$ cat src/rtl/sid_lookup_seq.sv
// sid_lookup_seq: shares one waveform lookup table between VOICES voices.
// A ce_1m strobe starts a sequence. Each voice gets a SLOT-cycle window.
// The voice's table address is issued at offset 1 of its window, and the
// four table bytes are captured LAT+1 cycles later, at offset 2+LAT.
module sid_lookup_seq #(
    parameter int VOICES = 3,
    parameter int SLOT   = 8,
    parameter int LAT    = 2
) (
    input  logic                 clk,
    input  logic                 reset_n,
    input  logic                 ce_1m,
    input  logic [12*VOICES-1:0] acc_ps_in,
    input  logic [12*VOICES-1:0] acc_t_in,
    output logic [11:0]          tbl_acc_ps,
    output logic [11:0]          tbl_acc_t,
    input  logic [7:0]           tbl_st,
    input  logic [7:0]           tbl_pt,
    input  logic [7:0]           tbl_ps,
    input  logic [7:0]           tbl_pst,
    output logic [8*VOICES-1:0]  st_out,
    output logic [8*VOICES-1:0]  pt_out,
    output logic [8*VOICES-1:0]  ps_out,
    output logic [8*VOICES-1:0]  pst_out,
    output logic                 busy,
    output logic                 done,
    output logic                 overrun,
    input  logic                 ovr_clr
);

    localparam int TERM    = VOICES * SLOT;
    localparam int CW      = $clog2(TERM + 1);
    localparam int LASTCAP = (VOICES - 1) * SLOT + 2 + LAT;

    localparam logic [CW-1:0] TERM_C = CW'(TERM);
    localparam logic [CW-1:0] LAST_C = CW'(LASTCAP);

    if (SLOT < LAT + 2) begin : g_chk_slot
        $error("sid_lookup_seq: SLOT must be at least LAT+2");
    end
    if (VOICES < 1 || VOICES > 8) begin : g_chk_voices
        $error("sid_lookup_seq: VOICES must be 1..8");
    end
    if (LAT < 1 || LAT > 6) begin : g_chk_lat
        $error("sid_lookup_seq: LAT must be 1..6");
    end

    logic [CW-1:0] cnt_q, cnt_d;
    logic          busy_q, busy_d;
    logic          done_q, done_d;
    logic          ovr_q, ovr_d;
    logic [11:0]   acc_ps_q, acc_ps_d;
    logic [11:0]   acc_t_q, acc_t_d;
    logic          last_cap;

    // busy_q marks the capture window. It is kept apart from cnt because when
    // SLOT == LAT+2 the last capture count equals the idle count TERM.
    assign last_cap = busy_q && (cnt_q == LAST_C);

    // Slot counter: a restart wins over the increment, and the count saturates at TERM
    always_comb begin
        cnt_d = cnt_q;
        if (ce_1m)
            cnt_d = '0;
        else if (cnt_q != TERM_C)
            cnt_d = cnt_q + CW'(1);
    end

    // Sequence status: busy, done pulse, and sticky overrun (a set beats a clear)
    always_comb begin
        busy_d = busy_q;
        if (ce_1m)
            busy_d = 1'b1;
        else if (last_cap)
            busy_d = 1'b0;

        done_d = last_cap;

        ovr_d = ovr_q;
        if (ce_1m && busy_q)
            ovr_d = 1'b1;
        else if (ovr_clr)
            ovr_d = 1'b0;
    end

    // Address issue: load voice v's indices at offset 1 of its slot, and hold them otherwise
    always_comb begin
        acc_ps_d = acc_ps_q;
        acc_t_d  = acc_t_q;
        for (int v = 0; v < VOICES; v++) begin
            if (busy_q && cnt_q == CW'(v * SLOT + 1)) begin
                acc_ps_d = acc_ps_in[12*v +: 12];
                acc_t_d  = acc_t_in[12*v +: 12];
            end
        end
    end

    // Sequencer state registers with synchronous reset
    always_ff @(posedge clk) begin
        if (!reset_n) begin
            cnt_q    <= TERM_C;
            busy_q   <= 1'b0;
            done_q   <= 1'b0;
            ovr_q    <= 1'b0;
            acc_ps_q <= '0;
            acc_t_q  <= '0;
        end else begin
            cnt_q    <= cnt_d;
            busy_q   <= busy_d;
            done_q   <= done_d;
            ovr_q    <= ovr_d;
            acc_ps_q <= acc_ps_d;
            acc_t_q  <= acc_t_d;
        end
    end

    for (genvar v = 0; v < VOICES; v++) begin : g_voice
        localparam logic [CW-1:0] CAP = CW'(v * SLOT + 2 + LAT);
        logic [7:0] st_q, pt_q, ps_q, pst_q;

        // Capture this voice's four table bytes at its capture slot, and hold them otherwise
        always_ff @(posedge clk) begin
            if (!reset_n) begin
                st_q  <= '0;
                pt_q  <= '0;
                ps_q  <= '0;
                pst_q <= '0;
            end else if (busy_q && cnt_q == CAP) begin
                st_q  <= tbl_st;
                pt_q  <= tbl_pt;
                ps_q  <= tbl_ps;
                pst_q <= tbl_pst;
            end
        end

        assign st_out[8*v +: 8]  = st_q;
        assign pt_out[8*v +: 8]  = pt_q;
        assign ps_out[8*v +: 8]  = ps_q;
        assign pst_out[8*v +: 8] = pst_q;
    end

    assign tbl_acc_ps = acc_ps_q;
    assign tbl_acc_t  = acc_t_q;
    assign busy       = busy_q;
    assign done       = done_q;
    assign overrun    = ovr_q;

endmodule

$ cat config.mk
export PLATFORM = sky130hd
export DESIGN_NAME = sid_lookup_seq
export DESIGN_NICKNAME = d
export VERILOG_FILES = /design/src/rtl/sid_lookup_seq.sv
export SDC_FILE = /design/constraint.sdc
export NUM_CORES = 1
export LEC_CHECK = 0
export BUFFER_PORTS_ARGS = -buffer_cell sky130_fd_sc_hd__buf_4
export CORE_MARGIN = 3
export CORE_UTILIZATION = 35
export CTS_CLUSTER_SIZE = 28
export DETAILED_ROUTE_END_ITERATION = 7
export HOLD_SLACK_MARGIN = 0.1
export SLEW_MARGIN = 25
export SYNTH_ARGS = -nofsm -noshare
export SYNTH_HDL_FRONTEND = slang
export SYNTH_SLANG_ARGS = --single-unit
$ cat constraint.sdc
create_clock -name clk -period 2.6 [get_ports clk]
set_clock_uncertainty 0.05 [all_clocks]
set_input_delay 0.52 -clock clk [delete_from_list [all_inputs] [get_ports clk]]
set_output_delay 0.52 -clock clk [all_outputs]
set_load 0.01 [all_outputs]
==> results of run 1 <==
state kept, by name (all words and copies together) (netlist names):
name and flops:
busy 1, tbl_acc_t 12, g_voice.st_q 24, g_voice.pst_q 24, cnt_q 5, overrun 1, g_voice.ps_q 24, g_voice.pt_q 24
tbl_acc_ps 12, done 1
cell type report:
type,instances,area [um^2],share of cell area (%)
clock inverters,12,140.1,1.841
well taps,180,225.2,2.959
inverters,4,15.01,0.1972
repair buffers,247,1892,24.85
flip-flops and latches,128,2564,33.68
clock buffers,20,456.7,5.999
multi-input cells,396,2320,30.47
layer usage:
layer | vias to the layer above | global-route usage, %
li1 | 2572 | -
met1 | 2563 | 24.16
met2 | 269 | 36.78
met3 | 31 | 9.250
met4 | 0 | 7.740
met5 | - | 0
critical path: stages, from the launching register on:
cell and delay (ps):
dfxtp_1 350, inv_1 80, ha_1 230, and4b_1 690, buf_4 350, nand3_1 110, a21oi_1 150
Yosys cell counts (all sizes together):
| cell | count |
|---|---|
| ha | 3 |
| o21ai | 98 |
| nand2b | 3 |
| and4b | 1 |
| nor2b | 1 |
| xnor2 | 1 |
| nand4b | 2 |
| a21oi | 97 |
| buf | 31 |
| nor2 | 3 |
| nor3 | 26 |
| and2 | 1 |
| a21boi | 1 |
| o21a | 1 |
| nand3 | 98 |
| inv | 4 |
| a221o | 24 |
| nand3b | 2 |
| nand2 | 4 |
| and3b | 1 |
| mux2i | 25 |
| a41oi | 1 |
| dfxtp | 128 |
| xor2 | 3 |
| clkbuf | 34 |
stage by stage:
step | instances | worst slack, ps
floorplan | 593 | 1048
global placement | 954 | 447.3
detailed placement | 955 | 515.8
CTS | 987 | 520.8
global route | 987 | 345.5
finish | 987 | 510.0
power groups by stage:
stage               registers [W]  clock network (W)  logic (W)
global route              0.00199            0.00251   0.000391
global placement          0.00203                  0   0.000360
finish                    0.00199            0.00239   0.000366
floorplan                 0.00203                  0   0.000155
CTS                       0.00199            0.00242   0.000366
detailed placement        0.00203                  0   0.000366
cells by family (layout without fill, tap and decap cells):
group           count (synthesis)  count (layout)  share of synthesized area [%]
flops                         128             128                          49.28
mux                            25              25                          4.812
simple gates                  142             142                          14.29
fa+ha+maj                       3               3                         0.7219
xor+xnor                        4               4                         0.6738
buf+inv                        69             283                          6.232
compound gates                222             222                          23.99
worst min path at each step:
| stage | from | endpoint | slack (ps) | depth (start not counted) |
|---|---|---|---|---|
| after floorplan | overrun$_SDFFE_PN0P_ | overrun$_SDFFE_PN0P_ | 440 | 2 |
| after global placement | g_voice[2].pst_q[6]$_SDFFE_PN0P_ | g_voice[2].pst_q[6]$_SDFFE_PN0P_ | 410 | 2 |
| after detailed placement | g_voice[2].st_q[7]$_SDFFE_PN0P_ | g_voice[2].st_q[7]$_SDFFE_PN0P_ | 420 | 2 |
| after CTS | acc_t_in[28] | tbl_acc_t[4]$_SDFFE_PN0P_ | 270 | 2 |
| after global routing | acc_t_in[28] | tbl_acc_t[4]$_SDFFE_PN0P_ | 270 | 2 |
| final | acc_ps_in[24] | tbl_acc_ps[0]$_SDFFE_PN0P_ | 280 | 2 |
==> impl_metrics.toml, run 1 <==
[placed_design]
dp.final_hpwl_mm = 13.06
post_dp_cell_area_um2 = 7015
place.gp.congestion = 0.8533
port_buffers = 230

[finish]
finalInstanceArea_um2 = 7612
layout.nets = 905
n_antenna_cell = 0
fillerInstances = 1327
fin_util_pct = 53.59
final_common_cell = "buf_4"
mostFrequentLayoutCells = "buf_4 (244), dfxtp_1 (127), nand3_1 (98)"
drive_gt1_share_pct = 35.56
area_growth_pct = 46.39

[routing]
first_pass_iters = 7
wl_per_cell_um = 18.84
num_vias = 5435
avgViaCountPerCell = 5.507
drt-met1-wl_mm = 7.010
drtAntennaViolNets = 0
met2_length_mm = 8.991
dr_wl_met3_mm = 2.074
drt_iter0_drc = 271
maxUsedRoutingLayer = "met4"
totalWireLength_mm = 18.60
drc = 0

[logic_synthesis]
synth_top_area_share_pct = 49.28
synth_warnings = 0
synth_area_leaders = "dfxtp_1 (49%), nand3_1 (9.4%), a21oi_1 (9.3%)"
yosys.area.top_type = "dfxtp_1"
synth.avg_cell_area_um2 = 8.769
syn-num-nets = 704
synth-seq-cells = 128
syn_inst = 593
synthDistinctLibCells = 31
synth_area_um2 = 5200
ys_seq_area_share_pct = 49.28

[sta]
relSlewSlack_pct = 36.49
drv_slew = 0
setup_viol = 0
rsz0062_at_grt = "no"
fin_tns_setup_ps = 0
min_period_ps = 2090
finalHoldViolCount = 0
fmax_mhz = 478.5
worst_pin_slew_ps = 949.5
period_share_pct = 80.38
timing.hold.ws_ps = 284.3

[setup_path]
cp-start-kind = "flop"
worstSetupEndpoint = "g_voice[1].pt_q[3]$_SDFFE_PN0P_"
rr_worst_depth = 6
critical_path_class = "reg -> reg"
critPathArrivalTime_ps = 2380
r2r_slack_ps = 510
r2r_start = "cnt_q[0]$_SDFFE_PP0N_"
r2r_end = "g_voice[1].pt_q[3]$_SDFFE_PN0P_"
startpoint = "cnt_q[0]$_SDFFE_PP0N_"
critPathCaptureType = "flop"
cp_max_fo = 17
cp_data_required_time_ps = 2890

[power_and_ir_drop]
switching_power_w = 0.001047
power_w = 0.004740
sw_frac_of_total_pct = 22.10
irDropWorstVdd_uv = 403.8
p_int_w = 0.003693
power-per-cell-area_nw_per_um2 = 622.7
seqPwrFrac_pct = 41.9
combPwrFrac_pct = 7.7
clock_power_share_pct = 50.3
power_leakage_nw = 3.171

[clock_network]
cts_tree = "built"
clockRootBuffer = "clkbuf_16"
clock_sink_count = 128
insertion_delay_ps = 410
ctsResizeCount = 0
numCtsBuffers = 17
max-clock-path-buffers = 2
cts.clk_slew.worst_paths_ps = 60
htreeDepth = 4
post_cts_buffers = 0
cts_hold_buffers = 0

[global_routing]
grt_max_degree = 99
antenna_found_initial = 0
grt_pass1_wl_mm = 27.92
grt_usage_pct = 21.63
grt_pass1_vias = 5295
grt_overflow_total = 0

[floorplanning]
initial_core_util_pct = 36.61
rows = 43
io_pins = 231
die_area_um2 = 16360
die_w_um = 127.9
fp.dieH_um = 127.9
core-area_um2 = 14200

[min_path]
hp-class = "in -> reg"

[job]
maxCapViolations = 0

[run_status]
outcome = "finished, final reports clean"
No activity file was read; power rests on OpenSTA's default activity.
==> inputs of run 2 (changes only) <==
clock period = 2.1 ns   (was 2.6 ns; I/O delays follow)
==> run 2 against run 1 <==
Effect of this change: clock-buffer cell count grew 2; critical endpoint is now tbl_acc_ps[0]$_SDFFE_PN0P_; critical path type unchanged; register-to-register slack got worse by 330 ps; critical path depth shrank 2; flip-flop and latch count is the same; clock power is 32% higher; largest power group unchanged; total power increased by 28%.
==> impl_metrics.toml, run 2 (synthesized netlist as in run 1, its figures left out) <==
[run_status]
outcome = "finished, final reports clean"

[clock_network]
numCtsBuffers = 17
post_cts_buffers = 0
cts_tree = "built"
max-clock-path-buffers = 2
htreeDepth = 4
insertion_delay_ps = 410
ctsResizeCount = 0
clockRootBuffer = "clkbuf_16"
cts.clk_slew.worst_paths_ps = 60
clock_sink_count = 128
cts_hold_buffers = 0

[setup_path]
critical-path-max-stage-delay_ps = 740
cp_cell_sequence = "ha_1 -> nand3b_1 -> nor3_4 -> a221o_1"
crit_slowest_cell = "nor3_4"
critPathArrivalTime_ps = 2220
rr_worst_depth = 4
critical-path-top-delay-family = "simple AND/OR/NAND/NOR gates"
cp_max_fo = 24
cp_data_required_time_ps = 2400
critical_path_class = "reg -> reg"
worst-path-buf-inv = 0
cp-start-kind = "flop"
cp.depth = 4
critPathCaptureType = "flop"

[floorplanning]
fp.dieH_um = 127.9
die_w_um = 127.9
rows = 43
initial_core_util_pct = 36.61
io_pins = 231
core-area_um2 = 14200
die_area_um2 = 16360

[sta]
drv_slew = 0
fmax_mhz = 521.1
rsz0062_at_grt = "no"
worst_pin_slew_ps = 930.5
period_share_pct = 91.37
fin_tns_setup_ps = 0
relSlewSlack_pct = 37.77
min_period_ps = 1919
timing.hold.ws_ps = 175.1
finalHoldViolCount = 0
setup_viol = 0

[global_routing]
grt_pass1_vias = 5296
antenna_found_initial = 0
grt_pass1_wl_mm = 28.37
grt_max_degree = 99
grt_overflow_total = 0
grt_usage_pct = 21.99

[routing]
drc = 0
first_pass_iters = 6
wl_per_cell_um = 19.03
avgViaCountPerCell = 5.522
num_vias = 5450
drtAntennaViolNets = 0
totalWireLength_mm = 18.78
drt_iter0_drc = 341

[power_and_ir_drop]
power_w = 0.006066
power-per-cell-area_nw_per_um2 = 792.8
power_leakage_nw = 3.178
irDropWorstVdd_uv = 560.4

[finish]
n_antenna_cell = 0
final_common_cell = "buf_4"
layout.nets = 905
mostFrequentLayoutCells = "buf_4 (243), dfxtp_1 (127), nand3_1 (98)"
multi_input_area_um2 = 2320
fin_util_pct = 53.87
layout.cells.non_filler = 987
seqCellArea_um2 = 2564
area_growth_pct = 47.14
fillerInstances = 1300
drive_gt1_share_pct = 35.44

[job]
maxCapViolations = 0

[placed_design]
dp_cells = 955
place.gp.congestion = 0.8414
dp.final_hpwl_mm = 12.80
port_buffers = 230

[min_path]
hold_path_depth = 2
hp-class = "in -> reg"
==> run 2: through the flow <==
stage | setup slack [ps] | cell area [um^2]
CTS | 154.1 | 7647
finish | 181.1 | 7651
global placement | 236.4 | 7015
floorplan | 548.0 | 5200
global route | 39.79 | 7651
detailed placement | 177.8 | 7015
==> run 2: path summary, 6_finish.rpt <==
path | from | end | slack [ps]
setup / recovery | cnt_q[0]$_SDFFE_PP0N_ | tbl_acc_ps[0]$_SDFFE_PN0P_ | 180
setup reg to reg | cnt_q[0]$_SDFFE_PP0N_ | tbl_acc_ps[0]$_SDFFE_PN0P_ | 180
hold / removal | ce_1m | cnt_q[3]$_SDFFE_PN1P_ | 180
hold reg to reg | overrun$_SDFFE_PN0P_ | overrun$_SDFFE_PN0P_ | 420
==> run 2: cell type report <==
cell class / instances / share of cell area, %
sequential: 128 / 33.51
clock inverter: 10 / 2.061
timing repair buffer: 247 / 24.78
inverter: 4 / 0.1962
clock buffer: 22 / 6.198
multi-input combinational: 396 / 30.32
tap: 180 / 2.944
==> run 2: metal layers <==
layer	vias to the layer above	global-route usage [%]	share of wire, %
met5	-	0	0
met4	0	8.240	2.3
met3	29	8.875	10
met2	258	36.88	49
met1	2591	25.16	38
li1	2572	-	-
==> run 2: power by group <==
part	switching, W	total [W]	internal (W)
Sequential	0.0000213	0.00247	0.00245
Clock	0.00108	0.00315	0.00207
Combinational	0.000234	0.000449	0.000214
Total	0.00133	0.00607	0.00473
==> run 2: worst reg2reg max path: stages, from the launching register on <==
cell,delay (ps)
dfxtp_1,410
ha_1,220
nand3b_1,140
nor3_4,740
a221o_1,290
==> inputs of run 3 (changes only) <==
ABC_AREA = 1   (was not set)
==> run 3 against run 2 <==
Effect of this change: sequential share of layout area fell by 1.6 points; worst setup slack improved by 250 ps; core utilization fell by 1.8 points; combinational power fell by 3%; global-route usage fell by 3.4 points; clock power fell by 16%; flip-flop and latch count did not move; cell area rose by 5.1%; clock-buffer cell count fell by 1; hold slack improved by 25 ps; first-iteration DRC count fell by 30%; largest cell class unchanged.
==> impl_metrics.toml, run 3 <==
[clock_network]
ctsResizeCount = 0
clock_sink_count = 128
cts.clk_slew.worst_paths_ps = 60
numCtsBuffers = 17
insertion_delay_ps = 400
max-clock-path-buffers = 2
cts_tree = "built"
post_cts_buffers = 0
clockRootBuffer = "clkbuf_16"
cts_hold_buffers = 0
htreeDepth = 4

[setup_path]
r2r_end = "g_voice[2].st_q[7]$_SDFFE_PN0P_"
critical-path-top-delay-family = "buffers and inverters"
r2r_start = "cnt_q[0]$_SDFFE_PP0N_"
startpoint = "cnt_q[0]$_SDFFE_PP0N_"
cp-start-kind = "flop"
cp_data_required_time_ps = 2390
critPathCaptureType = "flop"
critical-path-max-stage-delay_ps = 460
r2r_slack_ps = 430
rr_worst_depth = 7
cp_max_fo = 34
critPathArrivalTime_ps = 1960
worstSetupEndpoint = "g_voice[2].st_q[7]$_SDFFE_PN0P_"
cp.depth = 7
crit_slowest_cell = "inv_2"
cp_common_cell = "nor2_1"
worst-path-buf-inv = 2
cp_cell_sequence = "inv_1 -> ha_1 -> nand3_2 -> nor3_4 -> inv_2 -> nor2_1 -> nor2_1"
critical_path_class = "reg -> reg"

[routing]
totalWireLength_mm = 16.64
drt_iter0_drc = 238
drtAntennaViolNets = 0
avgViaCountPerCell = 4.413
drc = 0
first_pass_iters = 6
num_vias = 5507
wl_per_cell_um = 13.33

[sta]
rsz0062_at_grt = "no"
setup_viol = 0
relSlewSlack_pct = 56.90
worst_pin_slew_ps = 646.6
min_period_ps = 1670
drv_slew = 0
finalHoldViolCount = 0
fmax_mhz = 598.7
period_share_pct = 79.54
fin_tns_setup_ps = 0
fin_ws_ps = 429.7

[power_and_ir_drop]
power-per-cell-area_nw_per_um2 = 691.5
irDropWorstVdd_uv = 540.4
power_leakage_nw = 4.184
power_w = 0.005558

[floorplanning]
io_pins = 231
die_w_um = 132.4
core-area_um2 = 15430
die_area_um2 = 17540
fp.dieH_um = 132.4
initial_core_util_pct = 36.26
rows = 45

[placed_design]
port_buffers = 230
post-place-ws_ps = 390.2
dp.final_hpwl_mm = 11.68
place.gp.congestion = 0.8193

[logic_synthesis]
synth_area_leaders = "dfxtp_1 (46%), nor2_1 (15%), o21ai_0 (9.0%)"
ys.flop_type = "dfxtp_1"
synth_area_um2 = 5594
ys_seq_area_share_pct = 45.81
yosys.area.top_type = "dfxtp_1"
synth_warnings = 0
synth.avg_cell_area_um2 = 6.915
synth-seq-cells = 128
synth_most_common_cell = "nor2_1"
yosys-top-cells-count = "nor2_1 (227), dfxtp_1 (128), nand2_1 (106), inv_1 (105), o21ai_0 (101)"
synthDistinctLibCells = 22
synth_edf_count = 0
syn_inst = 809
postSynth.asyncResetShare_pct = 0
syn-num-nets = 920
synth_top_area_share_pct = 45.81

[global_routing]
grt_max_degree = 77
grt_overflow_total = 0
grt_pass1_wl_mm = 26.51
grt_usage_pct = 18.58
grt_pass1_vias = 5092
antenna_found_initial = 0

[finish]
n_antenna_cell = 0
drive_gt1_share_pct = 31.53
mostFrequentLayoutCells = "buf_4 (237), nor2_1 (227), dfxtp_1 (128)"
final_common_cell = "buf_4"
layout.nets = 1135
area_growth_pct = 43.68

[run_status]
outcome = "finished, final reports clean"

[job]
maxCapViolations = 0

[min_path]
hp-class = "in -> reg"
-- run 3: cell count changes in the layout (fill, tap and decap cells not counted), sizes merged, moves of 5 or more --
cell   previous run  this run
nor2              3       251
inv               4       113
nand2             4       107
a21oi            97        29
nand3            98        30
mux2i            25         0
nor3             26         1
a221o            24         0
buf             247       242
-- run 3: stage by stage --
stage | cell area (um^2) | utilization [%] | cells | hold WS (ps)
after floorplan | 5594 | - | 809 | 420.5
final | 8038 | 52.10 | 1248 | 200.6
after CTS | 8038 | 52.10 | 1248 | 183.4
after global placement | 7503 | 48.64 | 1216 | 406.3
after detailed placement | 7503 | 48.64 | 1216 | 411.0
after global routing | 8038 | 52.10 | 1248 | 186.5
-- run 3: kinds of logic (layout without fill, tap and decap cells) --
| logic type | after synthesis | in the layout | synth area share, % |
|---|---|---|---|
| fa+ha+maj | 3 | 3 | 0.6711 |
| buf+inv | 157 | 385 | 11.63 |
| flops | 128 | 128 | 45.81 |
| compound gates | 131 | 131 | 13.11 |
| simple gates | 390 | 390 | 28.79 |
-- run 3: final cells by class --
type,instances,area [um^2]
Fill cell,1581,7390
Inverter,111,416.7
Multi-Input combinational cell,524,2381
Timing Repair Buffer,242,1879
Sequential cell,128,2562
Clock inverter,11,83.83
Clock buffer,21,450.4
Tap cell,211,264.0
-- run 3: report_power, final --
part	internal [W]	switching, W	total [W]
Clock	0.00155	0.00111	0.00265
Sequential	0.00245	0.0000163	0.00247
Combinational	0.000223	0.000214	0.000437
Total	0.00422	0.00134	0.00556
-- run 3: tightest hold or removal path, delay by kind of cell --
family,cells,cell delay (ps)
buffers and inverters,1,90
and+or+nand+nor,2,120
-- run 3: layer usage --
layer	part of all wire, %	track usage, %
met5	0	0
met4	1.8	6.986
met3	6.5	5.665
met2	47	30.37
met1	45	23.11
-- run 3: how the worst min path moves through the flow --
| stage | start | endpoint | slack [ps] | cells after the start |
|---|---|---|---|---|
| after floorplan | cnt_q[1]$_SDFFE_PP0N_ | cnt_q[1]$_SDFFE_PP0N_ | 420 | 2 |
| after global routing | tbl_ps[3] | g_voice[0].ps_q[3]$_SDFFE_PN0P_ | 190 | 3 |
| final | tbl_pt[2] | g_voice[0].pt_q[2]$_SDFFE_PN0P_ | 200 | 3 |
| after detailed placement | overrun$_SDFFE_PN0P_ | overrun$_SDFFE_PN0P_ | 410 | 2 |
| after CTS | tbl_ps[3] | g_voice[0].ps_q[3]$_SDFFE_PN0P_ | 180 | 3 |
| after global placement | overrun$_SDFFE_PN0P_ | overrun$_SDFFE_PN0P_ | 410 | 2 |
